`src/rtl/freq_mon_pkg.sv`:
```
// Shared types and constants for the multi-channel frequency monitor.
package freq_mon_pkg;

    typedef enum logic [1:0] {
        IDLE   = 2'd0,
        PRIME  = 2'd1,
        WAIT   = 2'd2,
        SAMPLE = 2'd3
    } state_t;

    localparam int unsigned MIN_GATE     = 2;
    localparam int unsigned DEFAULT_GATE = 40000000;

endpackage : freq_mon_pkg

```
`src/rtl/freq_mon_channel.sv`:
```
// One measurement channel: Gray decode, baseline, modular delta, limit check, sticky alarm.
module freq_mon_channel
    import freq_mon_pkg::*;
#(
    parameter int unsigned CNT_WIDTH = 32
) (
    input  logic                 clk_40MHz,
    input  logic                 reset,
    input  logic                 prime_i,
    input  logic                 capture_i,
    input  logic [CNT_WIDTH-1:0] gray_i,
    input  logic [CNT_WIDTH-1:0] f_min_i,
    input  logic [CNT_WIDTH-1:0] f_max_i,
    input  logic                 alarm_clr_i,
    output logic [CNT_WIDTH-1:0] frequency_o,
    output logic                 in_range_o,
    output logic                 alarm_o
);

    logic [CNT_WIDTH-1:0] bin_c;
    logic [CNT_WIDTH-1:0] delta_c;
    logic                 in_lim_c;

    logic [CNT_WIDTH-1:0] baseline_q, baseline_d;
    logic [CNT_WIDTH-1:0] result_q,   result_d;
    logic                 in_range_q, in_range_d;
    logic                 alarm_q,    alarm_d;

    // Gray to binary: each bit is the XOR of all Gray bits at or above it.
    always_comb begin
        bin_c = '0;
        bin_c[CNT_WIDTH-1] = gray_i[CNT_WIDTH-1];
        for (int i = CNT_WIDTH - 2; i >= 0; i--) begin
            bin_c[i] = bin_c[i+1] ^ gray_i[i];
        end
    end

    // Modular delta handles counter wrap; limits compare on the fresh delta.
    always_comb begin
        delta_c  = bin_c - baseline_q;
        in_lim_c = (f_min_i <= delta_c) && (delta_c <= f_max_i);
    end

    // Next-state for baseline, result, range status and sticky alarm (set beats clear).
    always_comb begin
        baseline_d = baseline_q;
        result_d   = result_q;
        in_range_d = in_range_q;
        alarm_d    = alarm_q;
        if (prime_i || capture_i) begin
            baseline_d = bin_c;
        end
        if (capture_i) begin
            result_d   = delta_c;
            in_range_d = in_lim_c;
        end
        if (capture_i && !in_lim_c) begin
            alarm_d = 1'b1;
        end else if (alarm_clr_i) begin
            alarm_d = 1'b0;
        end
    end

    // Channel state registers.
    always_ff @(posedge clk_40MHz or posedge reset) begin
        if (reset) begin
            baseline_q <= '0;
            result_q   <= '0;
            in_range_q <= 1'b0;
            alarm_q    <= 1'b0;
        end else begin
            baseline_q <= baseline_d;
            result_q   <= result_d;
            in_range_q <= in_range_d;
            alarm_q    <= alarm_d;
        end
    end

    assign frequency_o = result_q;
    assign in_range_o  = in_range_q;
    assign alarm_o     = alarm_q;

endmodule : freq_mon_channel

```
`src/rtl/multi_frequency_monitor.sv`:
```
// Multi-channel delta-based frequency monitor with contiguous programmable gates.
module multi_frequency_monitor
    import freq_mon_pkg::*;
#(
    parameter int unsigned NUM_CH     = 4,
    parameter int unsigned CNT_WIDTH  = 32,
    parameter int unsigned GATE_WIDTH = 32
) (
    input  logic                        clk_40MHz,
    input  logic                        reset,
    input  logic                        enable_i,
    input  logic [NUM_CH*CNT_WIDTH-1:0] gray_cnt_i,
    input  logic [GATE_WIDTH-1:0]       gate_len_i,
    input  logic [CNT_WIDTH-1:0]        f_min_i,
    input  logic [CNT_WIDTH-1:0]        f_max_i,
    input  logic                        alarm_clr_i,
    output logic [NUM_CH*CNT_WIDTH-1:0] frequency_o,
    output logic                        valid_o,
    output logic [NUM_CH-1:0]           in_range_o,
    output logic [NUM_CH-1:0]           alarm_o
);

    localparam logic [GATE_WIDTH-1:0] GATE_MIN = GATE_WIDTH'(MIN_GATE);
    localparam logic [GATE_WIDTH-1:0] GATE_ONE = GATE_WIDTH'(1);

    state_t                state_q, state_d;
    logic [GATE_WIDTH-1:0] gate_q,  gate_d;
    logic [GATE_WIDTH-1:0] cnt_q,   cnt_d;
    logic                  valid_q, valid_d;

    logic [GATE_WIDTH-1:0] gate_eff_c;
    logic                  prime_c;
    logic                  capture_c;

    // Gate lengths below the minimum are clamped so a window always has a WAIT cycle.
    assign gate_eff_c = (gate_len_i < GATE_MIN) ? GATE_MIN : gate_len_i;
    assign prime_c    = (state_q == PRIME);
    assign capture_c  = (state_q == SAMPLE);

    // Sequencer: PRIME loads baselines, WAIT counts G-1 cycles, SAMPLE closes and reopens a window.
    always_comb begin
        state_d = state_q;
        gate_d  = gate_q;
        cnt_d   = cnt_q;
        valid_d = 1'b0;
        case (state_q)
            IDLE: begin
                if (enable_i) begin
                    state_d = PRIME;
                end
            end
            PRIME: begin
                gate_d  = gate_eff_c;
                cnt_d   = GATE_ONE;
                state_d = WAIT;
            end
            WAIT: begin
                if (cnt_q == (gate_q - GATE_ONE)) begin
                    state_d = SAMPLE;
                end else begin
                    cnt_d = cnt_q + GATE_ONE;
                end
            end
            SAMPLE: begin
                gate_d  = gate_eff_c;
                cnt_d   = GATE_ONE;
                valid_d = 1'b1;
                state_d = enable_i ? WAIT : IDLE;
            end
            default: begin
                state_d = IDLE;
            end
        endcase
    end

    // Sequencer registers.
    always_ff @(posedge clk_40MHz or posedge reset) begin
        if (reset) begin
            state_q <= IDLE;
            gate_q  <= '0;
            cnt_q   <= '0;
            valid_q <= 1'b0;
        end else begin
            state_q <= state_d;
            gate_q  <= gate_d;
            cnt_q   <= cnt_d;
            valid_q <= valid_d;
        end
    end

    assign valid_o = valid_q;

    // One measurement slice per channel, all strobed by the shared sequencer.
    for (genvar ch = 0; ch < NUM_CH; ch++) begin : g_ch
        freq_mon_channel #(
            .CNT_WIDTH (CNT_WIDTH)
        ) u_channel (
            .clk_40MHz   (clk_40MHz),
            .reset       (reset),
            .prime_i     (prime_c),
            .capture_i   (capture_c),
            .gray_i      (gray_cnt_i[ch*CNT_WIDTH +: CNT_WIDTH]),
            .f_min_i     (f_min_i),
            .f_max_i     (f_max_i),
            .alarm_clr_i (alarm_clr_i),
            .frequency_o (frequency_o[ch*CNT_WIDTH +: CNT_WIDTH]),
            .in_range_o  (in_range_o[ch]),
            .alarm_o     (alarm_o[ch])
        );
    end

endmodule : multi_frequency_monitor

```
`config.mk`:
```
export PLATFORM = sky130hd
export DESIGN_NAME = multi_frequency_monitor
export DESIGN_NICKNAME = d
export VERILOG_FILES = /design/src/rtl/freq_mon_pkg.sv /design/src/rtl/freq_mon_channel.sv /design/src/rtl/multi_frequency_monitor.sv
export SDC_FILE = /design/constraint.sdc
export NUM_CORES = 2
export LEC_CHECK = 0
export ABC_AREA = 1
export BUFFER_PORTS_ARGS = -buffer_cell sky130_fd_sc_hd__buf_2
export CELL_PAD_IN_SITES_DETAIL_PLACEMENT = 0
export CELL_PAD_IN_SITES_GLOBAL_PLACEMENT = 1
export CORE_AREA = 3 3 361 220
export DETAILED_ROUTE_END_ITERATION = 7
export DIE_AREA = 0 0 364 223
export GPL_ROUTABILITY_DRIVEN = 0
export GPL_TIMING_DRIVEN = 0
export PLACE_DENSITY = 0.84
export SLEW_MARGIN = 20
export SYNTH_ARGS = -nofsm -noshare
export SYNTH_HDL_FRONTEND = slang
export SYNTH_SLANG_ARGS = --single-unit
```
`constraint.sdc`:
```
create_clock -name clk_40MHz -period 12.1 [get_ports clk_40MHz]
set_input_delay 0.605 -clock clk_40MHz [delete_from_list [all_inputs] [get_ports clk_40MHz]]
set_output_delay 0.605 -clock clk_40MHz [all_outputs]
set_load 0.01 [all_outputs]
```
Yosys cells after proc, flatten, opt, wreduce, memory -nomap -nowiden
Index checks and enable logic that the tools add are counted.
{ "op_classes": {"n_addsub": 6, "magnitude_cmp": 9, "eq_ne": 7, "mux": 13, "n_bitwise": 124, "n_reduce_logical": 22} }
{ "op_table": {"columns": ["op", "count"], "rows": [
  ["32-bit <= comparator", 8],
  ["32-bit subtractor", 4],
  ["1-bit bitwise XOR", 124],
  ["32-bit two-way mux", 2],
  ["32-bit one-hot mux with 2 select lines", 1],
  ["32-bit by 1-bit adder with 32-bit output, second input constant", 1],
  ["32-bit == test", 1],
  ["32-bit by 2-bit less-than comparator with 1-bit output, second input constant", 1],
  ["32-bit by 1-bit subtractor with 32-bit output, second input constant", 1],
  ["2-bit nonzero test", 5],
  ["1-bit logical AND", 8],
  ["2-bit one-hot mux with 4 select lines", 1],
  ["1-bit two-way mux", 6],
  ["2-bit two-way mux", 3],
  ["2-bit inequality test, second input constant", 3],
  ["2-bit == test, second input constant", 2],
  ["1-bit zero test", 4],
  ["2-bit AND reduction", 2],
  ["2-bit by 1-bit == test with 1-bit output, second input constant", 1],
  ["2-bit zero test", 1],
  ["2-bit OR reduction", 1],
  ["1-bit logical OR", 1]
]} }
{ "word_totals": {"register_bits": 331, "inputBits": 228, "output_inout_bits": 137, "elab_cells": 201} }

Longest topological paths before layout
{ "depth": {"ltp_word": 37, "ltp_mapped": 95, "ltp_nobuf": 95} }

By module
A second synthesis with hierarchy kept.
{ "hier_totals": {"cells_unflattened": 4064, "hier_area_um2": 29996.3} }
{ "by_module_without_submodules": {"columns": ["module", "n_inst", "cells_each", "area_each_um2", "seq_area_each_um2"], "rows": [
  ["freq_mon_channel at g_ch[0].u_channel ...", 3, 831, 6239.7, 1651.6],
  ["freq_mon_channel at g_ch[1].u_channel", 1, 830, 6211.0, 1651.6],
  ["multi_frequency_monitor", 1, 741, 5066.1, 1676.6]
]} }

Worst setup path after synthesis
Ideal clock, no wire load.
{ "synth_path": {"kind": "input to register", "from": "in gray_cnt_i[127]", "to": "reg g_ch[3].u_channel.in_range_q", "setup_ns": 0.119, "arrival_time_ns": 9.312, "required_time_ns": 11.981, "path_slack_ns": 2.669, "cell_stages": 77, "path_buffers": 0, "cell_sequence": "inv_2 nand2_1 nand3_2 nand2_2 nand2_1 nand3_2 nand2_2 nand2_1 nand3_2 nand3_1 nand3_4 nand3_2 nand3_2 nand3_1 nand3_1 nand3_2 nand2_2 nand2_1 [41 not listed] a21oi_1 o21bai_1 a21oi_1 o21bai_1 nand2_1 o31ai_1 xor2_1 inv_1 ha_1 nand2_1 inv_1 nand3_1 nor3_1 o211ai_1 a32o_1 nand2_1 nand2_1 o21a_1"} }
{ "synth_via": {"elab_chain_len": 34, "word_cells_on_any_way": 35, "classes_between": "add/sub (1); order compare (2); bitwise (31); reduce/logical (1)"} }
{ "synth_lines": {"columns": ["element", "line_no", "source"], "rows": [
  ["start, declared", "multi_frequency_monitor.sv:12", "input logic [NUM_CH*CNT_WIDTH-1:0] gray_cnt_i,"],
  ["1-bit bitwise XOR * (19 in series)", "freq_mon_channel.sv:34", "bin_c[i] = bin_c[i+1] ^ gray_i[i];"],
  ["net g_ch[3].u_channel.bin_c[12]", "freq_mon_channel.sv:20", "logic [CNT_WIDTH-1:0] bin_c;"],
  ["1-bit bitwise XOR * (3 in series)", "freq_mon_channel.sv:34", null],
  ["net g_ch[3].u_channel.bin_c[9]", "freq_mon_channel.sv:20", null],
  ["1-bit bitwise XOR * (3 in series)", "freq_mon_channel.sv:34", null],
  ["net g_ch[3].u_channel.bin_c[6]", "freq_mon_channel.sv:20", null],
  ["1-bit bitwise XOR *", "freq_mon_channel.sv:34", null],
  ["net g_ch[3].u_channel.bin_c[5]", "freq_mon_channel.sv:20", null],
  ["1-bit bitwise XOR * (3 in series)", "freq_mon_channel.sv:34", null],
  ["net g_ch[3].u_channel.bin_c[2]", "freq_mon_channel.sv:20", null],
  ["1-bit bitwise XOR *", "freq_mon_channel.sv:34", null],
  ["net g_ch[3].u_channel.bin_c[1]", "freq_mon_channel.sv:20", null],
  ["1-bit bitwise XOR", "freq_mon_channel.sv:34", null],
  ["32-bit subtractor *", "freq_mon_channel.sv:40", "delta_c = bin_c - baseline_q;"],
  ["net g_ch[3].u_channel.delta_c[31]", "freq_mon_channel.sv:21", "logic [CNT_WIDTH-1:0] delta_c;"],
  ["32-bit <= comparator", "freq_mon_channel.sv:41", "in_lim_c = (f_min_i <= delta_c) && (delta_c <= f_max_i);"],
  ["1-bit logical AND *", "freq_mon_channel.sv:41", null],
  ["end signal, assigned", "freq_mon_channel.sv:74", "in_range_q <= in_range_d;"],
  ["end, declared", "freq_mon_channel.sv:26", "logic in_range_q, in_range_d;"]
]} }
The timed path passes the listed nets; every way through them passes the cells marked *.
A chain may end at the register's enable or synchronous reset.

Final worst setup path
{ "layout_path": {"from": "in gray_cnt_i[127]", "to": "reg g_ch[3].u_channel.in_range_q"} }
{ "layout_via": {"elab_chain_len": 34, "word_cells_on_any_way": 35, "classes_between": "add/sub (1); order compare (2); bitwise (31); reduce/logical (1)"} }
{ "layout_lines": {"columns": ["element", "line_no"], "rows": [
  ["1-bit bitwise XOR * (6 in series)", "freq_mon_channel.sv:34"],
  ["net g_ch[3].u_channel.bin_c[25]", "freq_mon_channel.sv:20"],
  ["1-bit bitwise XOR * (3 in series)", "freq_mon_channel.sv:34"],
  ["net g_ch[3].u_channel.bin_c[22]", "freq_mon_channel.sv:20"],
  ["1-bit bitwise XOR *", "freq_mon_channel.sv:34"],
  ["net g_ch[3].u_channel.bin_c[21]", "freq_mon_channel.sv:20"],
  ["1-bit bitwise XOR * (9 in series)", "freq_mon_channel.sv:34"],
  ["net g_ch[3].u_channel.bin_c[12]", "freq_mon_channel.sv:20"],
  ["[3 not listed]", null],
  ["net g_ch[3].u_channel.bin_c[9]", "freq_mon_channel.sv:20"],
  ["[1 not listed]", null],
  ["net g_ch[3].u_channel.bin_c[8]", "freq_mon_channel.sv:20"],
  ["[2 not listed]", null],
  ["net g_ch[3].u_channel.bin_c[6]", "freq_mon_channel.sv:20"],
  ["[4 not listed]", null],
  ["net g_ch[3].u_channel.bin_c[2]", "freq_mon_channel.sv:20"],
  ["1-bit bitwise XOR *", "freq_mon_channel.sv:34"],
  ["net g_ch[3].u_channel.bin_c[1]", "freq_mon_channel.sv:20"],
  ["1-bit bitwise XOR", "freq_mon_channel.sv:34"],
  ["32-bit subtractor *", "freq_mon_channel.sv:40"],
  ["net g_ch[3].u_channel.delta_c[31]", "freq_mon_channel.sv:21"],
  ["32-bit <= comparator", "freq_mon_channel.sv:41"],
  ["1-bit logical AND *", "freq_mon_channel.sv:41"]
]} }
Marked as above.

==> summary.txt <==
Logic synthesis
  • Synth area leaders: dfrtp_1 29%, ha_1 16%, nand2_1 9.6%
  • Yosys reg bits: 331
  • Ys flop type: dfrtp_1
  • Top cell type by total area after synthesis: dfrtp_1
  • Part of the Yosys area used for sequential elements: 28.6%
  • Syn nets: 4362
  • Post-synthesis cell type count: 54
  • Yosys warning count: 0
  • Cells after Synth: 3759
  • Post-synth EDFFs: 0
  • Syn Std Cell Area: 29000 µm²
  • Syn avg cell area: 7.71 µm²
  • Post-synth top area share: 28.6%
  • Async SR Flop Fraction: 100%

GRT
  • First-pass GRT wire length: 154000 µm
  • Initial antenna violation count: 16
  • Total GRT Usage: 24.8%
  • Vias in the first global route: 25100
  • Largest net degree at the start of global routing: 83
  • Grt total ovfl: 0

Pwr
  • Peak VDD IR: 0.119 mV
  • Combinational power share: 68.5%
  • Leakage: 17.7 nW
  • Switch Pwr: 5.29 mW
  • Clock share of power: 12.6%
  • Reg power frac: 18.9%
  • Sw Ratio: 52.5%
  • Power per cell area: 300 nW/µm²
  • Internal: 4.78 mW

Route
  • Residual DRC: 0
  • Routed wire length: 102000 µm
  • Post-route ant nets: 0
  • WL per Instance: 19.6 µm
  • Drt pass-1 iters: 6
  • Detailed Route Iter0 Violations: 2249
  • DR vias: 26900
  • Vias per cell: 5.18

Final layout
  • Filler cells: 7723
  • Fin nets: 4774
  • Commonest cells after routing, fill and taps aside: 742 x nand2_1, 588 x inv_1, 371 x ha_1
  • Commonest non-fill, non-tap cell in the layout: nand2_1
  • Core Util, Final: 44.2%
  • Fraction of layout cells with a size suffix above 1: 18.3%
  • Area growth, synth to finish: 15.8%
  • Final instance area: 33600 µm²

Clock network
  • Clock Tree Root: clkbuf_16
  • H-tree depth: 2
  • CTS tree: done
  • CTS Sinks: 331
  • CTS buffer count: 38
  • Max Root-Sink Buffers: 3
  • Hold buffer count at cts: 0
  • CTS clk-pin slew, worst paths: 60 ps
  • Clk Latency, worst-skew pair: 580 ps

Critical path
  • CP Capture Type: flip-flop
  • Most used cell, CP: nand2_2
  • Worst path slowest cell: o31ai_1
  • WP data required: 12570 ps
  • CP Class: in -> reg
  • Max incr delay on CP: 350 ps
  • Critical path arrival: 11640 ps
  • Setup crit start kind: primary input
  • CP Max Fanout: 4

Floorplanning
  • Height of the die: 223 µm
  • Cell Rows: 78
  • Die X: 364 µm
  • DIE AREA: 81200 µm²
  • Core Region: 75800 µm²
  • Initial Util: 38.2%
  • Io pins: 365

Placed design
  • PortBufs: 364
  • DP Area: 32200 µm²
  • Pre-CTS setup slack: -341 ps
  • DP Wirelength: 85300 µm

Timing
  • Max Slew Vio Count: 0
  • Tightest Pin Transition: 1160 ps
  • Final setup margin: 926 ps
  • Clock Skews: 26.7 ps
  • Final Hold Fails: 0
  • Achievable Freq: 89.5 MHz
  • Minimum clock period: 11170 ps
  • Setup violations, final: 0
  • Final period util: 92.3%
  • Max_slew headroom: 22.7%

Job
  • Max-Cap Viols: 0

Worst hold path
  • Worst min path class: in -> async

Run status
  • Status: finished, final reports clean
## worst max-delay path: cells and delay by family
kind                     cells  cell delay, ps
buffers and inverters        6             510
adder cells (fa/ha/maj)      2             550
AND/OR/NAND/NOR             54            5870
AO/OA/AOI/OAI               19            3780
XOR/XNOR                     1             310
## final cells by class
class / count / area, µm² / area share [%]
Timing Repair Buffer: 372 / 1960 / 5.85
Antenna cell: 4 / 10.0 / 0.0298
Tap cell: 1000 / 1250 / 3.73
Inverter: 593 / 2230 / 6.66
Clock buffer: 53 / 1100 / 3.27
Clock inverter: 14 / 199 / 0.593
Buffer: 78 / 374 / 1.12
Multi-Input combinational cell: 2757 / 18100 / 54.1
Sequential cell: 331 / 8280 / 24.7
## layer usage
| metal | vias to the layer above | share of wire [%] | GRT usage (%) |
|---|---|---|---|
| met5 | - | 0.12 | 0 |
| met4 | 20 | 2.6 | 6.24 |
| met3 | 147 | 9.5 | 6.78 |
| met2 | 873 | 40 | 35.2 |
| met1 | 12500 | 48 | 36.6 |
| li1 | 13400 | - | - |
## timing repair
action                     4_1_cts  5_1_grt
buffers inserted                 0        4
hold endpoints to repair         0        0
setup endpoints to repair        0        7
resized for setup                0       12
## logic make-up after synthesis
group           after synthesis  share of synthesized area (%)
simple gates               1488                           27.1
compound gates              714                           13.6
buf+inv                     671                           8.97
fa+ha+maj                   376                           16.3
flops                       331                           28.6
xor+xnor                    179                           5.41
## power by group through the flow
stage	Combinational, mW	Sequential [mW]	Clock [mW]
floorplan	4.52	1.94	0
CTS	6.77	1.90	1.29
finish	6.90	1.90	1.27
global route	7.82	1.95	1.33
global placement	6.57	1.91	0
detailed placement	6.74	1.91	0
## per-stage QoR
stage	power (mW)	instances	setup TNS, ps	hold WS [ps]
floorplan	6.46	3759	0	446
finish	10.1	5202	0	23.3
global route	11.1	5199	-18.2	45.1
global placement	8.48	5123	-839380	460
detailed placement	8.65	5127	-642	461
CTS	9.96	5194	0	18.1
## flip-flops by register name (all words and copies together), names as in the netlist
signal,count
gate_q,32
cnt_q,32
g_ch.u_channel.alarm_o,4
state_q,2
valid_o,1
g_ch.u_channel.in_range_o,4
g_ch.u_channel.frequency_o,128
g_ch.u_channel.baseline_q,128
## cells in the mapped netlist, drive strengths merged (4+ instances only)
cell type and instances:
nand2 880, nand3b 7, o211ai 12, ha 371, nand4 42, and2 4
o22ai 8, o31ai 10, nor4 21, inv 593, or2 12, o21a 11
o21ai 342, a21o 7, dfrtp 331, a31oi 11, xnor2 41, o21bai 22
nand3 372, a21oi 241, o221ai 10, nor2 110, fa 4, buf 15
nor3 36, a221oi 9, clkbuf 61, xor2 138, a211oi 16
## worst paths after layout
path                                                    from                                end  slack, ps  cells after the start
max in group asynchronous                              reset                          cnt_q[20]      10220                      6
setup reg to reg             g_ch[3].u_channel.baseline_q[2]       g_ch[3].u_channel.in_range_o       5020                     37
hold reg to reg            g_ch[3].u_channel.frequency_o[17]  g_ch[3].u_channel.frequency_o[17]        480                      2
min in group clk_40MHz                        gate_len_i[12]                         gate_q[12]        250                      3
setup / recovery                             gray_cnt_i[127]       g_ch[3].u_channel.in_range_o        930                     82
hold / removal                                         reset   g_ch[0].u_channel.frequency_o[4]         20                      2
No activity file was read; power rests on OpenSTA's default activity.
